<file path="src/rtl/volcado_banco_reg.sv">
// -----------------------------------------------------------------------------
// volcado_banco_reg
//
// Dumps a contiguous range of a 32x32 register bank, FIRST_ADDR..LAST_ADDR, as
// a stream of valid/ready words. Each word takes one READ cycle, in which RA
// addresses the bank and DR is captured, followed by a SEND cycle that holds
// the word until it is accepted. With dout_ready tied high this gives one word
// every two cycles. The block only drives the read port and never writes the
// bank.
//
// Optional feature, selected with the macro VOLCADO_CHECKSUM_EN:
//   When the macro is defined, the block XORs every accepted data word into a
//   32-bit checksum. A CHK state then sends the checksum as the final word,
//   with dout_addr = 0 and dout_last = 1. In that build the LAST_ADDR data
//   word has dout_last = 0.
//
// Parameters:
//   FIRST_ADDR  first register dumped (0..31)
//   LAST_ADDR   last register dumped (FIRST_ADDR..31)
//
// Ports:
//   clk         single clock, rising edge
//   rst         synchronous, active-high reset
//   start       begin a dump (sampled only in IDLE)
//   RA          bank read address
//   DR          bank read data for RA (combinational)
//   dout        dumped word
//   dout_addr   register address of dout (0 for the checksum word)
//   dout_valid  dout/dout_addr/dout_last valid
//   dout_ready  downstream accepts the word
//   dout_last   final word of the dump
//   busy        high in every state except IDLE
//   done        one-cycle pulse after the final word is accepted
// -----------------------------------------------------------------------------
module volcado_banco_reg #(
    parameter int FIRST_ADDR = 0,
    parameter int LAST_ADDR  = 31
) (
    input  logic        clk,
    input  logic        rst,
    input  logic        start,
    output logic [4:0]  RA,
    input  logic [31:0] DR,
    output logic [31:0] dout,
    output logic [4:0]  dout_addr,
    output logic        dout_valid,
    input  logic        dout_ready,
    output logic        dout_last,
    output logic        busy,
    output logic        done
);

`ifdef VOLCADO_CHECKSUM_EN
    typedef enum logic [2:0] {
        IDLE = 3'd0,
        READ = 3'd1,
        SEND = 3'd2,
        CHK  = 3'd3,
        DONE = 3'd4
    } state_t;
`else
    typedef enum logic [2:0] {
        IDLE = 3'd0,
        READ = 3'd1,
        SEND = 3'd2,
        DONE = 3'd4
    } state_t;
`endif

    localparam logic [4:0] FIRST_A = 5'(FIRST_ADDR);
    localparam logic [4:0] LAST_A  = 5'(LAST_ADDR);

    state_t      state_q, state_d;
    logic [4:0]  cnt_q, cnt_d;
    logic [4:0]  ra_q, ra_d;
    logic [31:0] dout_q, dout_d;
    logic [4:0]  dout_addr_q, dout_addr_d;
    logic        dout_valid_q, dout_valid_d;
    logic        dout_last_q, dout_last_d;
    logic        busy_q, busy_d;
    logic        done_q, done_d;
`ifdef VOLCADO_CHECKSUM_EN
    logic [31:0] csum_q, csum_d;
`endif

    logic at_last;
    assign at_last = (cnt_q == LAST_A);

    always_comb begin
        state_d      = state_q;
        cnt_d        = cnt_q;
        ra_d         = ra_q;
        dout_d       = dout_q;
        dout_addr_d  = dout_addr_q;
        dout_valid_d = dout_valid_q;
        dout_last_d  = dout_last_q;
        busy_d       = busy_q;
        done_d       = 1'b0;
`ifdef VOLCADO_CHECKSUM_EN
        csum_d       = csum_q;
`endif
        case (state_q)
            IDLE: begin
                if (start) begin
                    // RA is loaded together with the counter so that it is
                    // already correct during the READ cycle.
                    cnt_d   = FIRST_A;
                    ra_d    = FIRST_A;
                    busy_d  = 1'b1;
                    state_d = READ;
`ifdef VOLCADO_CHECKSUM_EN
                    csum_d  = '0;
`endif
                end
            end
            READ: begin
                dout_d       = DR;
                dout_addr_d  = cnt_q;
                dout_valid_d = 1'b1;
`ifdef VOLCADO_CHECKSUM_EN
                dout_last_d  = 1'b0;
`else
                dout_last_d  = at_last;
`endif
                state_d      = SEND;
            end
            SEND: begin
                if (dout_ready) begin
                    dout_valid_d = 1'b0;
                    dout_last_d  = 1'b0;
`ifdef VOLCADO_CHECKSUM_EN
                    csum_d       = csum_q ^ dout_q;
`endif
                    if (!at_last) begin
                        cnt_d   = 5'(cnt_q + 5'd1);
                        ra_d    = 5'(cnt_q + 5'd1);
                        state_d = READ;
                    end else begin
`ifdef VOLCADO_CHECKSUM_EN
                        // The checksum word includes the word accepted in
                        // this cycle, so the XOR is folded in directly here.
                        dout_d       = csum_q ^ dout_q;
                        dout_addr_d  = '0;
                        dout_valid_d = 1'b1;
                        dout_last_d  = 1'b1;
                        state_d      = CHK;
`else
                        done_d       = 1'b1;
                        state_d      = DONE;
`endif
                    end
                end
            end
`ifdef VOLCADO_CHECKSUM_EN
            CHK: begin
                if (dout_ready) begin
                    dout_valid_d = 1'b0;
                    dout_last_d  = 1'b0;
                    done_d       = 1'b1;
                    state_d      = DONE;
                end
            end
`endif
            DONE: begin
                // start is deliberately ignored here. A new dump can only be
                // accepted once the FSM is back in IDLE.
                busy_d  = 1'b0;
                state_d = IDLE;
            end
            default: begin
                busy_d       = 1'b0;
                dout_valid_d = 1'b0;
                dout_last_d  = 1'b0;
                state_d      = IDLE;
            end
        endcase
    end

    always_ff @(posedge clk) begin
        if (rst) begin
            state_q      <= IDLE;
            cnt_q        <= '0;
            ra_q         <= '0;
            dout_q       <= '0;
            dout_addr_q  <= '0;
            dout_valid_q <= 1'b0;
            dout_last_q  <= 1'b0;
            busy_q       <= 1'b0;
            done_q       <= 1'b0;
`ifdef VOLCADO_CHECKSUM_EN
            csum_q       <= '0;
`endif
        end else begin
            state_q      <= state_d;
            cnt_q        <= cnt_d;
            ra_q         <= ra_d;
            dout_q       <= dout_d;
            dout_addr_q  <= dout_addr_d;
            dout_valid_q <= dout_valid_d;
            dout_last_q  <= dout_last_d;
            busy_q       <= busy_d;
            done_q       <= done_d;
`ifdef VOLCADO_CHECKSUM_EN
            csum_q       <= csum_d;
`endif
        end
    end

    assign RA         = ra_q;
    assign dout       = dout_q;
    assign dout_addr  = dout_addr_q;
    assign dout_valid = dout_valid_q;
    assign dout_last  = dout_last_q;
    assign busy       = busy_q;
    assign done       = done_q;

endmodule

</file>
<file path="config.mk">
export PLATFORM = sky130hd
export DESIGN_NAME = volcado_banco_reg
export DESIGN_NICKNAME = d
export VERILOG_FILES = /design/src/rtl/volcado_banco_reg.sv
export SDC_FILE = /design/constraint.sdc
export NUM_CORES = 1
export LEC_CHECK = 0
export ABC_AREA = 1
export ABC_CLOCK_PERIOD_IN_PS = 1800
export BUFFER_PORTS_ARGS = -buffer_cell sky130_fd_sc_hd__buf_2
export CAP_MARGIN = 25
export CORE_UTILIZATION = 35
export CTS_CLUSTER_DIAMETER = 60
export DETAILED_ROUTE_END_ITERATION = 10
export GPL_ROUTABILITY_DRIVEN = 0
export SLEW_MARGIN = 20
export SYNTH_ARGS = -nofsm -noshare
export SYNTH_HDL_FRONTEND = slang
export SYNTH_SLANG_ARGS = --single-unit
</file>
<file path="constraint.sdc">
create_clock -name clk -period 1.8 [get_ports clk]
set_input_delay 0.36 -clock clk [delete_from_list [all_inputs] [get_ports clk]]
set_output_delay 0.36 -clock clk [all_outputs]
set_load 0.01 [all_outputs]
</file>
==> flow_summary.toml, run 1 <==
[status]
status = "completed"

[timing]
slew_violations = 0
whs_ns = 0.2989
rsz0062_at_grt = "no"
setup_viol = 0
hold_viol_final = 0
min_period_over_period_pct = 87.09
min_period_ns = 1.568
setup_tns_ns = 0
relSlewSlack_pct = 72.57
tightestPinTransition_ns = 0.4114
fmax_mhz = 637.9
clock_skew_ns = 0.009158

[critical_path]
critPathCaptureType = "flip-flop"
worstPathArrival_ns = 1.76
crit_fanout = 10
criticalPathCategory = "flip-flop to flip-flop"
crit_path_start_kind = "flip-flop"
worstPathRequired_ns = 1.99

[die]
die_h_um = 74.86
die_area_sq_mm = 0.005604
ioPinCount = 82
coreArea_sq_mm = 0.005107
rows = 26
die_x_um = 74.86
initial_utilization_pct = 36.38

[cts]
clk_latency_ns = 0.30
clock_tree.buffer_depth = 2
cts_buffers = 5
cts_setup_buffers = 0
cts_root_buf = "clkbuf_8"
clock-sinks = 49
ctsResizeCount = 0
clkTransAtPathRegs_ns = 0.09
cts_tree = "done"
htreeDepth = 2
cts_hold_buf = 0

[min_path]
hold_path_class = "input pin to flip-flop"

[global_routing]
antenna_found_initial = 0
grt_pass1_wl_mm = 6.334
track_usage_pct = 14.94
grt_overflow = 0
first_global_vias = 1387
grt_max_degree = 44

[finish]
final_cell_mix = "nand2_1 (84), buf_2 (81), dfxtp_1 (49)"
final_common_cell = "nand2_1"
stdcell_area_sq_mm = 0.002396
areaGrowthSynthToFinish_pct = 28.96
post-route-util_pct = 46.91
insertedDiodeCount = 0
finalNetCount = 349
fillCellCount = 525
multi_input_area_sq_um = 739.5
drive_above_1_share_pct = 31.73
regArea_sq_um = 980.9

[route]
remaining_drc_errors = 0
drtIter0Drc = 64
ant_nets = 0
drt-vias-per-instance = 4.437
drt-total-wl_mm = 4.098
first_pass_iters = 4
routedWlPerCell_um = 10.73
vias = 1695

[placed_design]
placed_cell_area_sq_mm = 0.002280
io_buffer_count = 81
dpl.hpwl_mm = 2.811

[logic_synthesis]
synth_cell_types = 21
synth_top_area_cell = "dfxtp_1"
ys_seq_area_share_pct = 52.79
synth_cells = 233
ys_ff_latch = 49
syn_avg_cell_area_sq_um = 7.974
synth_top_area_share_pct = 52.79
netlist_area_sq_mm = 0.001858
yosys-top-cells-area = "dfxtp_1 (53%), nand2_1 (17%), a21oi_1 (12%), buf_6 (2.4%), inv_1 (2.0%)"
ys_warn_count = 0
syn-num-nets = 271

[flow_run]
max-cap-violations = 0

[power_and_ir_drop]
power.density_mw_per_mm2 = 1023
power_mw = 2.452
leakage_nw = 1.125
vdd_drop_max_uv = 365.0
state kept, by name, indices dropped and copies added, names as in the netlist:
signal and count:
done 1, busy 1, dout_addr 5, dout_last 1
dout 32, state_q 3, dout_valid 1, RA 5
critical path, cell delays in order, from the launching register on:
cell     delay, ns
dfxtp_1       0.35
ha_1          0.22
nand2_1       0.08
nor2_1        0.04
ha_1          0.20
nand2_1       0.07
nand2_1       0.06
inv_2         0.08
nand3_4       0.13
a21oi_1       0.17
nor2_1        0.05
stage by stage:
stage                     setup WS, ns  instances
after floorplan                 0.3396        233
after global placement          0.3372        374
after detailed placement        0.2505        374
after CTS                       0.2311        382
after global routing           0.04114        382
final                           0.2325        382
path summary, 6_finish.rpt:
check,from,to,slack [ns],cells past startpoint
worst max register to register,RA[0],RA[1],0.23,10
worst max-delay path,RA[0],RA[1],0.23,10
worst min register to register,dout[15],dout[15],0.46,2
worst min-delay path,DR[23],dout[23],0.30,3
metal layers:
| layer | vias up | routed length (um) | global-route usage [%] |
|---|---|---|---|
| met5 | - | 0 | 0 |
| li1 | 906 | - | - |
| met1 | 734 | 1974 | 18.79 |
| met3 | 7 | 185 | 3.213 |
| met2 | 48 | 1865 | 24.52 |
| met4 | 0 | 72 | 6.918 |
cell type report:
type	count	share of cell area, %
tap	70	3.655
clock buffer	7	3.603
sequential	49	40.94
inverter	13	2.141
timing repair buffer	83	17.55
clock inverter	1	1.253
multi-input combinational	159	30.86
cells in the mapped netlist:
| library cell | number |
|---|---|
| a21oi_2 | 1 |
| inv_4 | 1 |
| o21ai_0 | 4 |
| nand3_2 | 1 |
| o21ai_1 | 2 |
| nand3b_2 | 1 |
| buf_4 | 3 |
| nand4_1 | 2 |
| inv_2 | 2 |
| nor2_1 | 8 |
| buf_6 | 4 |
| nand3_4 | 2 |
| nor2_2 | 1 |
| nand2_1 | 84 |
| clkbuf_1 | 5 |
| inv_1 | 10 |
| a21oi_1 | 46 |
| nor3_1 | 2 |
| nand3_1 | 3 |
| ha_1 | 2 |
| dfxtp_1 | 49 |
report_power, final:
| group | internal [mW] | switching, mW | total, mW |
|---|---|---|---|
| Combinational | 0.167 | 0.258 | 0.426 |
| Clock | 0.453 | 0.351 | 0.804 |
| Sequential | 1.17 | 0.0514 | 1.22 |
| Total | 1.79 | 0.660 | 2.45 |
cells by family (layout without fill, tap and decap cells):
logic type               Yosys count  count (layout)  synth area share (%)
AO/OA/AOI/OAI                     53              53                 14.48
flip-flops                        49              49                 52.79
adder cells (fa/ha/maj)            2               2                 1.347
buffers and inverters             25             104                 7.408
AND/OR/NAND/NOR                  104             104                 23.97
No activity file was read; power rests on OpenSTA's default activity.
==> run 2: changes to the inputs <==
Settings changed: CTS_BUF_LIST set to sky130_fd_sc_hd__clkbuf_8.
==> flow_summary.toml, run 2 (synthesis gave the netlist of run 1 again) <==
[status]
status = "completed"

[critical_path]
r2r_setup_slack_ns = 0.23
path_cells = "ha_1, nand2_1, nor2_1, ha_1, nand2_1, nand2_1, inv_2, nand3_4, a21oi_1, nor2_1"
critPathCaptureType = "flip-flop"
crit_path_start_kind = "flip-flop"
cpMostUsedCell = "nand2_1"
max_stage_delay_ns = 0.35
slowest_stage = "dfxtp_1"
worstPathRequired_ns = 1.99
criticalPathCategory = "flip-flop to flip-flop"
worstPathArrival_ns = 1.76
crit_fanout = 10
path_buf_inv = 1
cp_top_family = "simple AND/OR/NAND/NOR gates"

[die]
die_h_um = 74.86
die_area_sq_mm = 0.005604
die_x_um = 74.86
initial_utilization_pct = 36.38
rows = 26
coreArea_sq_mm = 0.005107
ioPinCount = 82

[global_routing]
track_usage_pct = 14.94
grt_overflow = 0
antenna_found_initial = 0
grt_pass1_wl_mm = 6.334
first_global_vias = 1387
grt_max_degree = 44

[finish]
stdcell_area_sq_mm = 0.002396
areaGrowthSynthToFinish_pct = 28.96
final_common_cell = "nand2_1"
final_cell_mix = "nand2_1 (84), buf_2 (81), dfxtp_1 (49)"
largest_register_ffs = 32
insertedDiodeCount = 0
finalNetCount = 349
drive_above_1_share_pct = 31.73

[cts]
clock_tree.buffer_depth = 2
cts_root_buf = "clkbuf_8"
clk_latency_ns = 0.30
ctsResizeCount = 0
clkTransAtPathRegs_ns = 0.09
cts_buffers = 5
clock-sinks = 49
htreeDepth = 2
cts_hold_buf = 0
cts_tree = "done"
cts_setup_buffers = 0

[placed_design]
dpl.hpwl_mm = 2.811
io_buffer_count = 81
placed_cell_area_sq_mm = 0.002280

[timing]
tightestPinTransition_ns = 0.4103
setup_viol = 0
min_period_ns = 1.568
setup_tns_ns = 0
relSlewSlack_pct = 72.65
fmax_mhz = 637.9
min_period_over_period_pct = 87.09
slew_violations = 0
hold_viol_final = 0
rsz0062_at_grt = "no"
clock_skew_ns = 0.008851

[route]
drtIter0Drc = 63
vias = 1696
first_pass_iters = 4
drt-vias-per-instance = 4.440
routedWlPerCell_um = 10.71
ant_nets = 0
drt-total-wl_mm = 4.091
remaining_drc_errors = 0

[power_and_ir_drop]
leakage_nw = 1.129
power.density_mw_per_mm2 = 1021
vdd_drop_max_uv = 365.3

[min_path]
hold_path_class = "input pin to flip-flop"

[flow_run]
max-cap-violations = 0
run 2: cell types whose count changed in the layout (fill, tap and decap cells not counted):
| cell | previous run | this run |
|---|---|---|
| clkbuf_1 | 1 | 0 |
| inv_1 | 10 | 11 |
run 2: worst min-delay path, delay by kind of cell:
family          cells  cell delay, ns
compound gates      1            0.05
simple gates        1            0.05
buf+inv             1            0.09
run 2: metrics by stage:
step           utilization [%]  power, mW  setup WS (ns)  std cells  hold slack, ns
2_1_floorplan                -      1.536         0.3396        233          0.4831
3_3_place_gp             44.64      1.675         0.3372        374          0.4459
3_5_place_dp             44.64      1.681         0.2505        374          0.4523
4_1_cts                  46.91      2.481         0.2311        382          0.2895
5_1_grt                  46.91      2.595        0.04114        382          0.2886
6_report                 46.91      2.446         0.2325        382          0.2987
run 2: cell type report:
type,instances,area [sq um]
repair buffers,83,420.4
inverters,13,51.30
well taps,70,87.58
flip-flops and latches,49,980.9
clock buffers,6,82.58
fillers,525,2711
multi-input cells,159,739.5
clock inverters,2,33.78
run 2: metal layers:
metal | global-route usage, % | share of wire [%] | up-vias
met2 | 24.52 | 46 | 48
met5 | 0 | 0 | -
met4 | 6.918 | 1.8 | 0
met3 | 3.213 | 4.5 | 7
met1 | 18.79 | 48 | 735
li1 | - | - | 906
run 2: final timing paths:
kind / from / to / cells after the start
worst max register to register: RA[0] / RA[1] / 10
worst max-delay path: RA[0] / RA[1] / 10
worst min register to register: dout[15] / dout[15] / 2
worst min-delay path: DR[23] / dout[23] / 3
run 2: where the power goes:
part | switching [mW] | internal (mW) | leakage, nW | total [mW]
sequential | 0.0513 | 1.17 | 0.401 | 1.22
combinational | 0.258 | 0.167 | 0.666 | 0.425
clock | 0.351 | 0.448 | 0.0626 | 0.798
